$ cat src/rtl/prim_shadow_wr_seq_pkg.sv
// Shared types for the shadowed-register write sequencer.
package prim_shadow_wr_seq_pkg;

  typedef enum logic [2:0] {
    Idle  = 3'd0,
    Clear = 3'd1,
    Wr1   = 3'd2,
    Wr2   = 3'd3,
    Check = 3'd4,
    Resp  = 3'd5
  } seq_state_e;

  typedef enum logic [1:0] {
    RspOk     = 2'd0,
    RspUpdErr = 2'd1,
    RspStoErr = 2'd2,
    RspLocked = 2'd3
  } rsp_err_e;

endpackage

$ cat src/rtl/prim_shadow_wr_seq_rr_arb.sv
// Round-robin arbiter: first asserted request at or after the pointer wins.
module prim_shadow_wr_seq_rr_arb #(
  parameter  int NumReq = 4,
  localparam int IdW    = $clog2(NumReq)
) (
  input  logic              clk_i,
  input  logic              rst_ni,
  input  logic [NumReq-1:0] req,
  input  logic              advance,
  output logic [NumReq-1:0] gnt,
  output logic [IdW-1:0]    idx
);

  logic [IdW-1:0] ptr_q;
  logic [IdW-1:0] cand;
  logic           found;
  int unsigned    pos;

  // Search upward from the pointer with wrap, stopping at the first request.
  always_comb begin
    gnt   = '0;
    idx   = '0;
    found = 1'b0;
    pos   = '0;
    cand  = '0;
    for (int unsigned i = 0; i < unsigned'(NumReq); i++) begin
      pos = 32'(ptr_q) + i;
      if (pos >= unsigned'(NumReq)) pos = pos - unsigned'(NumReq);
      cand = IdW'(pos);
      if (!found && req[cand]) begin
        found     = 1'b1;
        idx       = cand;
        gnt[cand] = 1'b1;
      end
    end
  end

  // Pointer moves just past the winner whenever a grant is taken.
  always_ff @(posedge clk_i or negedge rst_ni) begin
    if (!rst_ni) begin
      ptr_q <= '0;
    end else if (advance) begin
      if (idx == IdW'(NumReq - 1)) ptr_q <= '0;
      else                         ptr_q <= idx + 1'b1;
    end
  end

endmodule

$ cat src/rtl/prim_shadow_wr_seq.sv
// Shadowed-register update sequencer: clear read, two writes, integrity check, response.
module prim_shadow_wr_seq
  import prim_shadow_wr_seq_pkg::*;
#(
  parameter  int NumReq = 4,
  parameter  int DW     = 32,
  parameter  int AW     = 8,
  localparam int IdW    = $clog2(NumReq)
) (
  input  logic                 clk_i,
  input  logic                 rst_ni,
  input  logic [NumReq-1:0]    req_i,
  input  logic [NumReq*AW-1:0] addr_i,
  input  logic [NumReq*DW-1:0] wdata_i,
  output logic [NumReq-1:0]    gnt_o,
  output logic                 rsp_valid_o,
  output logic [IdW-1:0]       rsp_id_o,
  output logic [1:0]           rsp_err_o,
  output logic [AW-1:0]        reg_addr_o,
  output logic                 reg_re_o,
  output logic                 reg_we_o,
  output logic [DW-1:0]        reg_wd_o,
  input  logic                 reg_err_update_i,
  input  logic                 reg_err_storage_i,
  output logic                 fatal_o
);

  seq_state_e        state_q, state_d;
  logic [AW-1:0]     addr_q;
  logic [DW-1:0]     data_q;
  logic [IdW-1:0]    id_q;
  logic              upd_err_q, sto_err_q, locked_q, fatal_q;

  logic [NumReq-1:0] arb_gnt;
  logic [IdW-1:0]    arb_idx;
  logic              grant_en;
  logic [AW-1:0]     sel_addr;
  logic [DW-1:0]     sel_data;

  // Grants are only taken in Idle; rst_ni gating keeps gnt_o low while reset is held.
  assign grant_en = rst_ni && (state_q == Idle) && (|req_i);
  assign gnt_o    = grant_en ? arb_gnt : '0;
  assign fatal_o  = fatal_q;

  prim_shadow_wr_seq_rr_arb #(
    .NumReq (NumReq)
  ) u_arb (
    .clk_i   (clk_i),
    .rst_ni  (rst_ni),
    .req     (req_i),
    .advance (grant_en),
    .gnt     (arb_gnt),
    .idx     (arb_idx)
  );

  // Pick the winner's address and data out of the flattened request buses.
  always_comb begin
    sel_addr = '0;
    sel_data = '0;
    for (int unsigned i = 0; i < unsigned'(NumReq); i++) begin
      if (arb_idx == IdW'(i)) begin
        sel_addr = addr_i[i*AW +: AW];
        sel_data = wdata_i[i*DW +: DW];
      end
    end
  end

  // State register plus captured transaction context and error flags.
  always_ff @(posedge clk_i or negedge rst_ni) begin
    if (!rst_ni) begin
      state_q   <= Idle;
      addr_q    <= '0;
      data_q    <= '0;
      id_q      <= '0;
      upd_err_q <= 1'b0;
      sto_err_q <= 1'b0;
      locked_q  <= 1'b0;
      fatal_q   <= 1'b0;
    end else begin
      state_q <= state_d;
      if (grant_en) begin
        addr_q    <= sel_addr;
        data_q    <= sel_data;
        id_q      <= arb_idx;
        locked_q  <= fatal_q;
        upd_err_q <= 1'b0;
        sto_err_q <= 1'b0;
      end
      if (state_q == Wr2) upd_err_q <= reg_err_update_i;
      if (state_q == Check) begin
        sto_err_q <= reg_err_storage_i;
        if (reg_err_storage_i) fatal_q <= 1'b1;
      end
    end
  end

  // Next-state and bank/response outputs.
  always_comb begin
    state_d     = state_q;
    reg_re_o    = 1'b0;
    reg_we_o    = 1'b0;
    reg_addr_o  = '0;
    reg_wd_o    = '0;
    rsp_valid_o = 1'b0;
    rsp_id_o    = '0;
    rsp_err_o   = RspOk;
    unique case (state_q)
      Idle: begin
        // A locked bank skips the bank sequence entirely.
        if (grant_en) state_d = fatal_q ? Resp : Clear;
      end
      Clear: begin
        reg_re_o   = 1'b1;
        reg_addr_o = addr_q;
        reg_wd_o   = data_q;
        state_d    = Wr1;
      end
      Wr1: begin
        reg_we_o   = 1'b1;
        reg_addr_o = addr_q;
        reg_wd_o   = data_q;
        state_d    = Wr2;
      end
      Wr2: begin
        reg_we_o   = 1'b1;
        reg_addr_o = addr_q;
        reg_wd_o   = data_q;
        state_d    = Check;
      end
      Check: begin
        reg_addr_o = addr_q;
        reg_wd_o   = data_q;
        state_d    = Resp;
      end
      Resp: begin
        rsp_valid_o = 1'b1;
        rsp_id_o    = id_q;
        if (locked_q)       rsp_err_o = RspLocked;
        else if (sto_err_q) rsp_err_o = RspStoErr;
        else if (upd_err_q) rsp_err_o = RspUpdErr;
        else                rsp_err_o = RspOk;
        state_d = Idle;
      end
      default: state_d = Idle;
    endcase
  end

endmodule

$ cat config.mk
export PLATFORM = sky130hd
export DESIGN_NAME = prim_shadow_wr_seq
export DESIGN_NICKNAME = d
export VERILOG_FILES = /design/src/rtl/prim_shadow_wr_seq_pkg.sv /design/src/rtl/prim_shadow_wr_seq_rr_arb.sv /design/src/rtl/prim_shadow_wr_seq.sv
export SDC_FILE = /design/constraint.sdc
export NUM_CORES = 1
export LEC_CHECK = 0
export BUFFER_PORTS_ARGS = -buffer_cell sky130_fd_sc_hd__buf_2
export CAP_MARGIN = 20
export CELL_PAD_IN_SITES_DETAIL_PLACEMENT = 0
export CELL_PAD_IN_SITES_GLOBAL_PLACEMENT = 1
export CORE_MARGIN = 2
export CORE_UTILIZATION = 30
export DETAILED_ROUTE_END_ITERATION = 8
export PLACE_DENSITY_LB_ADDON = 0.1
export SYNTH_ARGS = -nofsm -noshare
export SYNTH_HDL_FRONTEND = slang
export SYNTH_SLANG_ARGS = --single-unit
$ cat constraint.sdc
create_clock -name clk_i -period 4.55 [get_ports clk_i]
set_input_delay 1.365 -clock clk_i [delete_from_list [all_inputs] [get_ports clk_i]]
set_output_delay 1.365 -clock clk_i [all_outputs]
set_load 0.05 [all_outputs]
==> run summary <==
Post-route insts no fill: 841
Fmax: 0.224 GHz
Setup WS pre-CTS: 0.00464 ns
Die Y: 118 um
Worst hold slack: 0.493 ns
Cell Area, Synth: 0.00390 mm2
Die ar.: 0.0139 mm2
Hold path cells: 1
Final Cycle Share: 0.980
Initial core utilization: 0.308
Min cycle time layout: 4.46 ns
Clock slew at reported path FFs: 0.06 ns
Placed insts: 835
Worst hold-check path type: reg2reg
CTS tree: done
IO buf count: 219
1st-iter DRT viols: 196
Avg WL per Cell: 15.5 um
WS Path Type: in2out
I/O pin count: 220
Status: finished clean
Htree depth: 2
Layout cells sized above 1: 0.375
Max_cap viols: 0
Row cnt: 41
Syn. warnings: 0
Multi-input gate area: 0.00227 mm2
CTS buffer count: 5
Critical Path RT: 3.18 ns
Pre-Repair DR Iteration Count: 4
Final hold vios: 0
Final wirelength: 13,000 um
Sink Count: 51
Final #Nets: 850
Vias: 4,235
Fillers: 1,372
Die width: 118 um
Gpl congestion: 0.785
Most used DFF post-synth: dfrtp_1
Worst Path Max Fanout: 9
Initial antenna violation count: 0
Post-CTS Setup Bufs: 0
GRT Residual Overflow: 0
Avg Inst Size Synth: 8.15 um2
Final WS setup: 0.0905 ns
Syn_nets: 659
Clock Skew: 0.00234 ns
Max clock buf depth: 2
RSZ-0062 raised after global routing: yes
Flop and latch count out of synthesis: 51
CTS Root Cell: clkbuf_16
Total Routing Usage GR: 0.182
Worst setup EP type: output pin
Core Area: 0.0127 mm2
Number of global-route vias before repair: 4,219
Clk_lat worst skew: 0.28 ns
Slew Limit Fails: 0
Post-synth ARST share: 1.00
# setup viols final: 0
First-pass GRT wire length: 20,800 um
FF-to-FF path depth: 11
Worst-margin pin slew: 0.830 ns
Worst EP arrival: 3.09 ns
Netlist cell types: 46
CP Launch Type: input pin
Worst slew margin: 0.447
Seq/Total Area, Yosys: 0.327
Diodes inserted: 0
Largest net degree at the start of global routing: 87
Detailed placer's ending HPWL: 9710 um
DRC errors left: 0
Routed Antenna Nets: 0
Area grow syn2layout: 36.0%
Register area: 0.00128 mm2
Vias/cell: 5.04
Cells after Synth: 479
Number of synthesized flops with an enable pin: 0
## cell type report
class | count | share of cell area
repair buffers | 233 | 0.235
multi-input cells | 333 | 0.428
clock buffers | 6 | 0.0243
inverters | 46 | 0.0325
well taps | 172 | 0.0405
flip-flops and latches | 51 | 0.240
## registers in the layout, summed over array words and instances (netlist names)
name and flops:
upd_err_q 1, addr_q 8, sto_err_q 1, state_q 3, locked_q 1, fatal_o 1, data_q 32, id_q 2
u_arb.ptr_q 2
## stage by stage
stage,util,setup TNS (ns),area [um2]
3_5_place_dp,0.408,0,5170
6_report,0.419,0,5310
2_1_floorplan,-,-0.669,3900
4_1_cts,0.419,0,5300
5_1_grt,0.419,-0.00918,5310
3_3_place_gp,0.408,0,5170
## worst paths after layout
kind                                   to  slack, ns      startpoint
worst max-delay path             gnt_o[1]       0.09        req_i[2]
worst min-delay path            addr_q[6]       0.49       addr_q[6]
worst max register to register  addr_q[0]       0.74  u_arb.ptr_q[1]
worst min register to register  addr_q[6]       0.49       addr_q[6]
max in group asynchronous       data_q[1]       2.85          rst_ni
min in group asynchronous         id_q[1]       1.23          rst_ni
## cell usage in the layout, fill, tap and decap left out, types with 2 or more instances in the layout
cell and instances:
a211o_1 39, nor2b_1 4, buf_12 3, ha_2 3, dfrtp_1 51, clkbuf_4 2, clkbuf_16 5, o21a_1 4
a221oi_1 43, a31oi_1 39, o21ai_0 9, inv_1 46, nand3b_1 2, buf_2 216, a21oi_1 4, ha_1 9
nor2_1 45, and2_1 42, o22ai_1 4, nand2_1 50, mux4_1 2, or2b_1 2, buf_4 12, a211oi_1 2
mux4_2 2, nor3_1 3
## logic make-up after synthesis
group | Yosys count | share of synthesized area
buffers and inverters | 95 | 0.0978
xor gates and xnor gates | 2 | 0.00449
DFF | 51 | 0.327
AOI/OAI and AO/OA | 156 | 0.311
muxes | 5 | 0.0276
and+or+nand+nor | 158 | 0.194
adders and majority gates | 12 | 0.0385
## repair_timing
item,in CTS,in global routing
gates resized for setup,1,3
endpoints found under the setup margin,1,4
cloned,0,0
hold buffers,0,0
## synth_stat cells, types with 2 or more instances
master | count | area share
xnor2_1 | 2 | 0.0045
and3b_1 | 2 | 0.0045
o21a_1 | 4 | 0.0077
inv_1 | 46 | 0.044
a31oi_1 | 39 | 0.062
nor2_1 | 45 | 0.043
o22ai_1 | 4 | 0.0064
nor2b_1 | 5 | 0.0080
mux4_1 | 2 | 0.013
a221oi_1 | 43 | 0.096
o21ai_0 | 9 | 0.012
nand3b_1 | 2 | 0.0038
or2_0 | 2 | 0.0032
ha_1 | 12 | 0.038
a21oi_1 | 4 | 0.0051
dfrtp_1 | 51 | 0.33
clkbuf_1 | 36 | 0.035
nor3_1 | 3 | 0.0038
buf_2 | 10 | 0.013
nand2_1 | 50 | 0.048
or2b_1 | 2 | 0.0038
and2_1 | 42 | 0.067
a211oi_1 | 2 | 0.0038
mux4_2 | 2 | 0.012
a211o_1 | 39 | 0.088
## worst max-delay path, cell delays in order
cell	delay (ns)
buf_2	0.14
mux4_2	0.50
nor2b_1	0.45
a221oi_1	0.16
o22ai_1	0.19
buf_2	0.28
## metal layers
| metal | vias up | share of wire | GRT usage |
|---|---|---|---|
| li1 | 2105 | - | - |
| met1 | 1982 | 0.40 | 0.212 |
| met2 | 130 | 0.52 | 0.332 |
| met3 | 18 | 0.061 | 0.0431 |
| met4 | 0 | 0.019 | 0.0467 |
| met5 | - | 0 | 0 |
Power is not shown: default switching activity piles up to over one toggle a cycle in this logic, so the estimate is an artifact.
